File: config.mk
export PLATFORM = sky130hd
export DESIGN_NAME = button_conditioner
export DESIGN_NICKNAME = d
export VERILOG_FILES = /design/src/rtl/break_away_pkg.sv /design/src/rtl/input_synchronizer.sv /design/src/rtl/button_conditioner.sv
export SDC_FILE = /design/constraint.sdc
export NUM_CORES = 1
export LEC_CHECK = 0
export BUFFER_PORTS_ARGS = -buffer_cell sky130_fd_sc_hd__buf_2
export CORE_MARGIN = 2
export CORE_UTILIZATION = 52
export DETAILED_ROUTE_END_ITERATION = 8
export GPL_TIMING_DRIVEN = 0
export PLACE_DENSITY = 0.69
export SLEW_MARGIN = 25
export SYNTH_ARGS = -nofsm -noshare
export SYNTH_HDL_FRONTEND = slang
export SYNTH_HIERARCHICAL = 1
export SYNTH_SLANG_ARGS = --single-unit
File: constraint.sdc
create_clock -name i_clock -period 2.27 [get_ports i_clock]
set_input_delay 0 -clock i_clock [delete_from_list [all_inputs] [get_ports i_clock]]
set_output_delay 0 -clock i_clock [all_outputs]
set_load 0.02 [all_outputs]
File: src/rtl/break_away_pkg.sv
// Shared types and 12 MHz timing defaults for the break-away PMOD input logic.
package break_away_pkg;

  typedef enum logic [1:0] {
    RELEASED    = 2'd0,
    HELD_DELAY  = 2'd1,
    HELD_REPEAT = 2'd2
  } rep_state_e;

  localparam int DEBOUNCE_10MS      = 120000;
  localparam int REPEAT_DELAY_500MS = 6000000;
  localparam int REPEAT_RATE_100MS  = 1200000;

  function automatic int max_int(input int a, input int b);
    return (a > b) ? a : b;
  endfunction

endpackage

File: src/rtl/input_synchronizer.sv
// Multi-flop synchronizer for an asynchronous pin; resets to a chosen idle level.
module input_synchronizer #(
  parameter int   SYNC_STAGES = 2,
  parameter logic RESET_LEVEL = 1'b0
) (
  input  logic i_clock,
  input  logic i_reset_n,
  input  logic i_async,
  output logic o_sync
);

  logic [SYNC_STAGES-1:0] sync_q;
  logic [SYNC_STAGES-1:0] sync_d;

  always_comb begin
    sync_d = {sync_q[SYNC_STAGES-2:0], i_async};
  end

  always_ff @(posedge i_clock or negedge i_reset_n) begin
    if (!i_reset_n) sync_q <= {SYNC_STAGES{RESET_LEVEL}};
    else            sync_q <= sync_d;
  end

  assign o_sync = sync_q[SYNC_STAGES-1];

endmodule

File: src/rtl/button_conditioner.sv
// Debounced button level with press/release pulses and hold-to-repeat pulses.
module button_conditioner
  import break_away_pkg::*;
#(
  parameter int SYNC_STAGES         = 2,
  parameter int DEBOUNCE_CYCLES     = DEBOUNCE_10MS,
  parameter bit ACTIVE_HIGH         = 1'b1,
  parameter bit REPEAT_ENABLE       = 1'b1,
  parameter int REPEAT_DELAY_CYCLES = REPEAT_DELAY_500MS,
  parameter int REPEAT_RATE_CYCLES  = REPEAT_RATE_100MS
) (
  input  logic i_clock,
  input  logic i_reset_n,
  input  logic i_button,
  output logic o_state,
  output logic o_press,
  output logic o_release,
  output logic o_repeat,
  output logic o_event
);

  localparam int DB_W = $clog2(DEBOUNCE_CYCLES + 1);
  localparam int TM_W = $clog2(max_int(REPEAT_DELAY_CYCLES, REPEAT_RATE_CYCLES) + 1);
  // Terminal values are one short: the accepting cycle is the Nth count.
  localparam logic [DB_W-1:0] DB_LAST   = DB_W'(DEBOUNCE_CYCLES - 1);
  localparam logic [TM_W-1:0] DLY_LAST  = TM_W'(REPEAT_DELAY_CYCLES - 1);
  localparam logic [TM_W-1:0] RATE_LAST = TM_W'(REPEAT_RATE_CYCLES - 1);
  localparam logic RAW_IDLE = ACTIVE_HIGH ? 1'b0 : 1'b1;

  logic raw_sync, synced;

  input_synchronizer #(
    .SYNC_STAGES (SYNC_STAGES),
    .RESET_LEVEL (RAW_IDLE)
  ) u_sync (
    .i_clock   (i_clock),
    .i_reset_n (i_reset_n),
    .i_async   (i_button),
    .o_sync    (raw_sync)
  );

  assign synced = ACTIVE_HIGH ? raw_sync : ~raw_sync;

  logic [DB_W-1:0] db_cnt_q, db_cnt_d;
  logic            state_q, state_d;
  logic            press_q, press_d;
  logic            release_q, release_d;
  logic            repeat_q, repeat_d;
  logic            event_q, event_d;
  rep_state_e      fsm_q, fsm_d;
  logic [TM_W-1:0] timer_q, timer_d;

  always_comb begin
    db_cnt_d  = '0;
    state_d   = state_q;
    press_d   = 1'b0;
    release_d = 1'b0;
    if (synced != state_q) begin
      if (db_cnt_q == DB_LAST) begin
        state_d   = synced;
        press_d   = synced;
        release_d = ~synced;
      end else begin
        db_cnt_d = db_cnt_q + DB_W'(1);
      end
    end
  end

  // Release wins over a coinciding repeat tick so the two never share a cycle.
  always_comb begin
    fsm_d    = fsm_q;
    timer_d  = timer_q;
    repeat_d = 1'b0;
    if (release_d) begin
      fsm_d   = RELEASED;
      timer_d = '0;
    end else if (press_d) begin
      fsm_d   = HELD_DELAY;
      timer_d = '0;
    end else begin
      case (fsm_q)
        HELD_DELAY: begin
          if (REPEAT_ENABLE) begin
            if (timer_q == DLY_LAST) begin
              repeat_d = 1'b1;
              timer_d  = '0;
              fsm_d    = HELD_REPEAT;
            end else begin
              timer_d = timer_q + TM_W'(1);
            end
          end
        end
        HELD_REPEAT: begin
          if (timer_q == RATE_LAST) begin
            repeat_d = 1'b1;
            timer_d  = '0;
          end else begin
            timer_d = timer_q + TM_W'(1);
          end
        end
        default: timer_d = '0;
      endcase
    end
    event_d = press_d | repeat_d;
  end

  always_ff @(posedge i_clock or negedge i_reset_n) begin
    if (!i_reset_n) begin
      db_cnt_q  <= '0;
      state_q   <= 1'b0;
      press_q   <= 1'b0;
      release_q <= 1'b0;
      repeat_q  <= 1'b0;
      event_q   <= 1'b0;
      fsm_q     <= RELEASED;
      timer_q   <= '0;
    end else begin
      db_cnt_q  <= db_cnt_d;
      state_q   <= state_d;
      press_q   <= press_d;
      release_q <= release_d;
      repeat_q  <= repeat_d;
      event_q   <= event_d;
      fsm_q     <= fsm_d;
      timer_q   <= timer_d;
    end
  end

  assign o_state   = state_q;
  assign o_press   = press_q;
  assign o_release = release_q;
  assign o_repeat  = repeat_q;
  assign o_event   = event_q;

endmodule

# Yosys cells after proc, flatten, opt, wreduce, memory -nomap -nowiden

Cells that the tools add are included.

Bits in registers: 49
Input port bits: 3
Output and inout bits: 5

Add/sub/neg operators: 2
Equal/unequal tests: 6
Mux-type cells: 20
Bitwise operators: 2
Reduce and logical (&&, ||, !) cells: 4

Operators with widths:

| kind                                             | number |
|---|---|
| 2-to-1 mux 23 bit                                | 4 |
| one-hot mux 23 bit (2 select lines)              | 1 |
| 2-to-1 mux 17 bit                                | 2 |
| adder 23 x 1 -> 23 bit (second input constant)   | 1 |
| == test 23 x 21 -> 1 bit (second input constant) | 1 |
| == test 23 bit (second input constant)           | 1 |
| adder 17 x 1 -> 17 bit (second input constant)   | 1 |
| == test 17 bit (second input constant)           | 1 |
| 2-to-1 mux 1 bit                                 | 8 |
| 2-to-1 mux 2 bit                                 | 4 |
| nonzero test 3 bit                               | 2 |
| AND reduction 2 bit                              | 2 |
| == test 2 x 1 -> 1 bit (second input constant)   | 1 |
| == test 2 bit (second input constant)            | 1 |
| one-hot mux 1 bit (2 select lines)               | 1 |
| inequality test 1 bit                            | 1 |
| inverter 1 bit                                   | 1 |
| OR 1 bit                                         | 1 |

# Logic depth before layout (Yosys ltp)

Gate-level depths: netlist of run 1.

Depth after elaboration: 6
Mapped depth: 7
Depth with buffers taken out: 6

# Cells and area by module

The synthesis of run 1 kept the hierarchy.

Modules (own cells, without submodules):

| module             | instances | cells an instance | area each (µm²) |
|---|---|---|---|
| button_conditioner | 1         | 239               | 2394.8 |
| input_synchronizer | 1         | 2                 | 50.0 |

# Worst setup path before layout of run 1

OpenSTA, ideal clock, no wires.

Kind: register -> register
Start point: register timer_q[0]
End point: register timer_q[14]
Arrival time: 1.708 ns
Required time: 2.151 ns
Path slack: 0.443 ns
Stages on the path, launching flop included: 8
Buffers on the path: 1
Clock period less this slack: 1.827 ns
Cell sequence: dfrtp_1 ha_1 and3_2 nand4_4 o31a_1 o221ai_4 buf_8 nor2_2

Cells in the longest elaborated chain, start to end: 5

Ends and longest elaborated chain:

| item                                                 | RTL line                                           | source |
|---|---|---|
| start: declaration                                   | button_conditioner.sv:51                           | `logic [TM_W-1:0] timer_q, timer_d;` |
| start signal: assignment                             | button_conditioner.sv:125                          | `timer_q <= timer_d;` |
| adder 23 x 1 -> 23 bit, or another cell as far along | button_conditioner.sv:89, button_conditioner.sv:98 |  |
| 2-to-1 mux 23 bit (on tied branches)                 | button_conditioner.sv:94, button_conditioner.sv:84 |  |
| one-hot mux 23 bit (2 select lines) (*)              | button_conditioner.sv:81                           | `case (fsm_q)` |
| 2-to-1 mux 23 bit (*)                                | button_conditioner.sv:77                           | `end else if (press_d) begin` |
| 2-to-1 mux 23 bit (*)                                | button_conditioner.sv:74                           | `if (release_d) begin` |
| named net timer_d[14]                                | button_conditioner.sv:51                           |  |

The timed path passes the listed nets; every way through them passes the cells marked *.
A chain may end at the register's enable or synchronous reset.

# Final worst setup path of run 1

Start point: register timer_q[0]
End point: register timer_q[17]

The elaborated chain is that of the path after synthesis.

==> flow_metrics.tcl, run 1 <==
set metrics [dict create \
    synth_nets 248 \
    grt_util_met3 0.04282 \
    ant_nets 0 \
    r2r_cells 7 \
    rsz0062_at_grt "false" \
    die_h_um 72.57 \
    ys_ff_latch 49 \
    core_area_mm2 0.004444 \
    crit_type "register to register" \
    drv_slew 0 \
    clkTransAtPathRegs_ns 0.08 \
    met1_usage 0.2516 \
    period_needed_ns 1.991 \
    tritoncts.num_buffers 5 \
    dp.cells 300 \
    max_slew_margin 0.6007 \
    io_pins 8 \
    regToRegSetupSlack_ns 0.28 \
    p_leak_nw 1.103 \
    ys.flop_type "dfrtp_1" \
    num_vias 1665 \
    cts_max_path_buffers 2 \
    syn_to_final_growth_pct 8.035 \
    grt_pass1_vias 1601 \
    avgSynthCellArea_um2 10.14 \
    status "finished clean" \
    finalSetupTns_ns 0 \
    critPathMaxStageDelay_ns 0.39 \
    synth_top_area_frac 0.5015 \
    syn_inst 241 \
    dp.final_hpwl_mm 2.686 \
    hold_path_class "primary input to async pin" \
    globalplace.congestion 0.7507 \
    finalSetupViolCount 0 \
    start_util 0.5501 \
    port_buffers 7 \
    drtIter0Drc 105 \
    max-vdd-ir-drop_mv 0.3444 \
    final_cells 308 \
    power_density_mw_per_mm2 527.7 \
    maxCapViolations 0 \
    antenna_found_initial 0 \
    htreeDepth 2 \
    seq_area_frac_synth 0.5015 \
    dieArea_mm2 0.005266 \
    grt_start_max_net_pins 50 \
    fin_skew_ns 0.004586 \
    grt-busiest-layer "met2" \
    crit_required_ns 2.46 \
    drt_wl_total_mm 4.017 \
    cp.arrival_ns 2.18 \
    synth_edf_count 0 \
    yosysUniqueCellTypes 34 \
    nFillCells 399 \
    final_common_cell "dfrtp_1" \
    cts_post_setup_buffers_inserted 0 \
    final_net_count 264 \
    cts_tree "done" \
    drive_gt1_frac 0.1484 \
    synth_top_cell_by_area "dfrtp_1" \
    firstDrtPassIters 4 \
    end_kind "register" \
    ys.warnings.count 6 \
    grt_usage 0.1749 \
    async_flop_share 1.000 \
    synthTopCellsByArea "dfrtp_1, xnor2_1, nor2_1" \
    grt_pass1_wl_mm 7.203 \
    hold-worst-slack_ns 0.2549 \
    cts-root-buf "clkbuf_8" \
    fin_crit_sh 0.8773 \
    cp_max_fo 10 \
    vias_per_cell 5.406 \
    cp-start-kind "register" \
    antenna_cells 0 \
    tightest_slew_ns 0.5990 \
    die_w_um 72.57 \
    post_drt_wl_per_cell_um 13.04 \
    clock_latency_ns 0.29 \
    hold_viol_final 0 \
    row_count 24 \
    hold_buffers 2 \
    fmaxAchievable_mhz 502.1 \
    drcViolationCount 0 \
    final_cell_mix "dfrtp_1, nor2_1, xnor2_1" \
    synth_area_mm2 0.002445 \
    cts_resized 0 \
    cts.sinks 49 \
    crit_slowest_cell "dfrtp_1" \
    globalRouteMet2Util 0.2596 \
    cp_cell_sequence "ha_1 > and3_2 > nand4_4 > o31a_1 > o221ai_4 > buf_8 > nor2_2" \
    grt.overflow.total 0 \
]
## kinds of logic (layout without fill, tap and decap cells)
logic type               Yosys count  after routing  share of synthesized area
XOR/XNOR                          36             36                     0.1290
buffers and inverters             17             32                    0.03633
AO/OA/AOI/OAI                      9              9                    0.03480
flip-flops                        49             49                     0.5015
AND/OR/NAND/NOR                  126            126                     0.2779
adder cells (fa/ha/maj)            4              4                    0.02047
## area by class of cell
class                           count  area [um^2]  share of cell area
Tap cell                           52        65.06             0.02463
Clock buffer                        5        68.82             0.02605
Clock inverter                      1        5.005            0.001895
Sequential cell                    49         1226              0.4642
Inverter                           12        45.04             0.01705
Multi-Input combinational cell    175         1130              0.4278
Buffer                              5        43.79             0.01658
Timing Repair Buffer                9        57.56             0.02179
## metrics by stage
stage	setup WS [ns]	util	total power, mW	instance area (um^2)
global placement	0.2799	0.5726	0.9397	2545
global route	0.1512	0.5943	1.454	2641
detailed placement	0.2795	0.5732	0.9402	2547
CTS	0.2597	0.5943	1.420	2641
floorplan	0.4430	-	0.9156	2445
finish	0.2785	0.5943	1.394	2641
## where the power goes
part / total [mW] / switching (mW) / internal [mW]
registers: 0.886 / 0.00849 / 0.878
logic: 0.0374 / 0.0269 / 0.0105
clock network: 0.470 / 0.267 / 0.203
## critical path: cells and delay by family (launching register included)
kind / cells / cell delay [ns]
buffers and inverters: 1 / 0.20
and+or+nand+nor: 3 / 0.43
AOI/OAI and AO/OA: 2 / 0.63
DFF: 1 / 0.39
adders and majority gates: 1 / 0.24
## final timing paths
| check | startpoint | endpoint |
|---|---|---|
| worst min-delay path | i_reset_n | timer_q[4] |
| min in group i_clock | u_sync/sync_q[0] | u_sync/sync_q[1] |
| max in group asynchronous | i_reset_n | timer_q[14] |
| worst min register to register | u_sync/sync_q[0] | u_sync/sync_q[1] |
| worst max register to register | timer_q[0] | timer_q[17] |
| worst max-delay path | timer_q[0] | timer_q[17] |
## sequential cells by signal (all words and copies together), names as in the netlist
signal         cells
timer_q           23
db_cnt_q          17
o_repeat           1
o_release          1
o_press            1
o_event            1
u_sync/sync_q      2
o_state            1
fsm_q              2
## synthesized netlist by cell type, types with 3 or more instances
cell type  count
nor3_1        11
xnor2_1       22
ha_1           4
nor2_2        10
and3_1         6
nand2_1       13
nor2_1        44
dfrtp_1       49
nand4_1        8
xor2_1        14
inv_1         12
nand3_1       13
and2_1         3
nor4_1         3
## per-layer routing
layer  routed length, um  part of all wire  vias to the layer above
met5                   0                 0                        -
met4                  55             0.014                        0
met3                 132             0.033                        7
met2                1813              0.45                       23
met1                2015              0.50                      797
li1                    -                 -                      838
Power figures use the tool's default switching activity.
==> inputs of run 2 (changes only) <==
Settings changed: RECOVER_POWER set to 100.
==> run 2 against run 1 <==
Global-route usage is the same. First-iteration DRC count stayed put. Register-to-register slack lost 0.02 ns. Combinational power down 2%. Critical path depth is the same. Sequential share of layout area is 0.58 points higher. Critical endpoint is now timer_q[6]. Highest routed layer unchanged.
==> flow_metrics.tcl, run 2 (synthesis results as in run 1) <==
set metrics [dict create \
    status "finished clean" \
    htreeDepth 2 \
    core_area_mm2 0.004444 \
    power_density_mw_per_mm2 534.9 \
    cts-root-buf "clkbuf_8" \
    cts_post_setup_buffers_inserted 0 \
    drcViolationCount 0 \
    cts_tree "done" \
    r2r_end "timer_q[6]" \
    drtIter0Drc 105 \
    max-vdd-ir-drop_mv 0.3444 \
    dieArea_mm2 0.005266 \
    clock_latency_ns 0.29 \
    met2_length_mm 1.796 \
    start_util 0.5501 \
    globalplace.congestion 0.7507 \
    final_net_count 264 \
    fmaxAchievable_mhz 497.9 \
    grt_pass1_vias 1601 \
    hold_buffers 2 \
    io_pins 8 \
    drive_gt1_frac 0.08984 \
    num_vias 1664 \
    r2r_cells 7 \
    final_cell_mix "nor2_1, dfrtp_1, xnor2_1" \
    vias_per_cell 5.403 \
    tightest_slew_ns 1.182 \
    finalSetupViolCount 0 \
    antenna_cells 0 \
    drt_wl_total_mm 4.023 \
    r2r_start "timer_q[0]" \
    crit_required_ns 2.46 \
    drv_slew 0 \
    hold_end "u_sync/sync_q[1]" \
    cp-start-kind "register" \
    nFillCells 408 \
    tritoncts.num_buffers 5 \
    cts_max_path_buffers 2 \
    cp.arrival_ns 2.20 \
    rsz0062_at_grt "false" \
    finalSetupTns_ns 0 \
    largest_reg_flops 23 \
    dp.final_hpwl_mm 2.686 \
    hold_start "u_sync/sync_q[0]" \
    finalPower_mw 1.395 \
    cts.sinks 49 \
    post_drt_wl_per_cell_um 13.06 \
    maxCapViolations 0 \
    fin_crit_sh 0.8848 \
    fin_skew_ns 0.004108 \
    top_register "timer_q" \
    reg.largest.list "timer_q: 23 flops, db_cnt_q: 17 flops" \
    regToRegSetupSlack_ns 0.26 \
    grt_usage 0.1749 \
    period_needed_ns 2.009 \
    clkTransAtPathRegs_ns 0.08 \
    antenna_found_initial 0 \
    final_common_cell "nor2_1" \
    hold_viol_final 0 \
    die_w_um 72.57 \
    grt.overflow.total 0 \
    crit_type "register to register" \
    met3WireLength_um 146 \
    syn_to_final_growth_pct 6.704 \
    grt_start_max_net_pins 50 \
    die_h_um 72.57 \
    end_kind "register" \
    m1WireLength_mm 2.026 \
    max_slew_margin 0.2117 \
    firstDrtPassIters 4 \
    hold_path_depth 0 \
    row_count 24 \
    route.top_layer_used "met4" \
    p_leak_nw 1.081 \
    cp-startpoint "timer_q[0]" \
    ant_nets 0 \
    port_buffers 7 \
    grt_pass1_wl_mm 7.203 \
    hold_path_class "register to register" \
    cts_resized 0 \
    cp_max_fo 10 \
    seq_area_mm2 0.001226 \
    multi_input_area_mm2 0.001106 \
]
## run 2: power breakdown
part | switching [mW] | internal [mW] | leakage, nW
Sequential | 0.00849 | 0.878 | 0.678
Combinational | 0.0270 | 0.00984 | 0.364
Clock | 0.269 | 0.203 | 0.0399
## run 2: worst max-delay path by stage
| stage | endpoint | slack (ns) | depth (start not counted) |
|---|---|---|---|
| after floorplan | timer_q[14] | 0.44 | 7 |
| after global placement | timer_q[14] | 0.28 | 7 |
| after detailed placement | timer_q[19] | 0.28 | 7 |
| after CTS | timer_q[19] | 0.26 | 7 |
| after global routing | timer_q[9] | 0.12 | 7 |
| final | timer_q[6] | 0.26 | 7 |
## run 2: area by class of cell
cell class                 instances  share of cell area
sequential                        49              0.4700
multi-input combinational        175              0.4240
timing repair buffer               9             0.01871
clock inverter                     1            0.001918
clock buffer                       5             0.02638
tap                               52             0.02494
inverter                          12             0.01727
buffer                             5             0.01679
## run 2: per-stage QoR
stage	util	hold WS (ns)	instance area, um^2	instances	setup WS (ns)
final	0.5870	0.3588	2609	308	0.2614
after global routing	0.5870	0.3654	2609	308	0.1173
after CTS	0.5943	0.2676	2641	308	0.2597
after detailed placement	0.5732	0.05458	2547	300	0.2795
after global placement	0.5726	0.1090	2545	300	0.2799
after floorplan	-	-0.2956	2445	241	0.4430
## run 2: critical path, stage by stage (launching register included)
cell	delay, ns
dfrtp_1	0.37
ha_1	0.23
and3_1	0.28
nand4_4	0.14
o31a_1	0.33
o221ai_4	0.30
buf_6	0.19
nor2_1	0.05
## run 2: routing by layer
metal / up-vias / global-route usage
li1: 838 / -
met1: 793 / 0.2516
met2: 26 / 0.2596
met3: 7 / 0.04282
met4: 0 / 0.05967
met5: - / 0
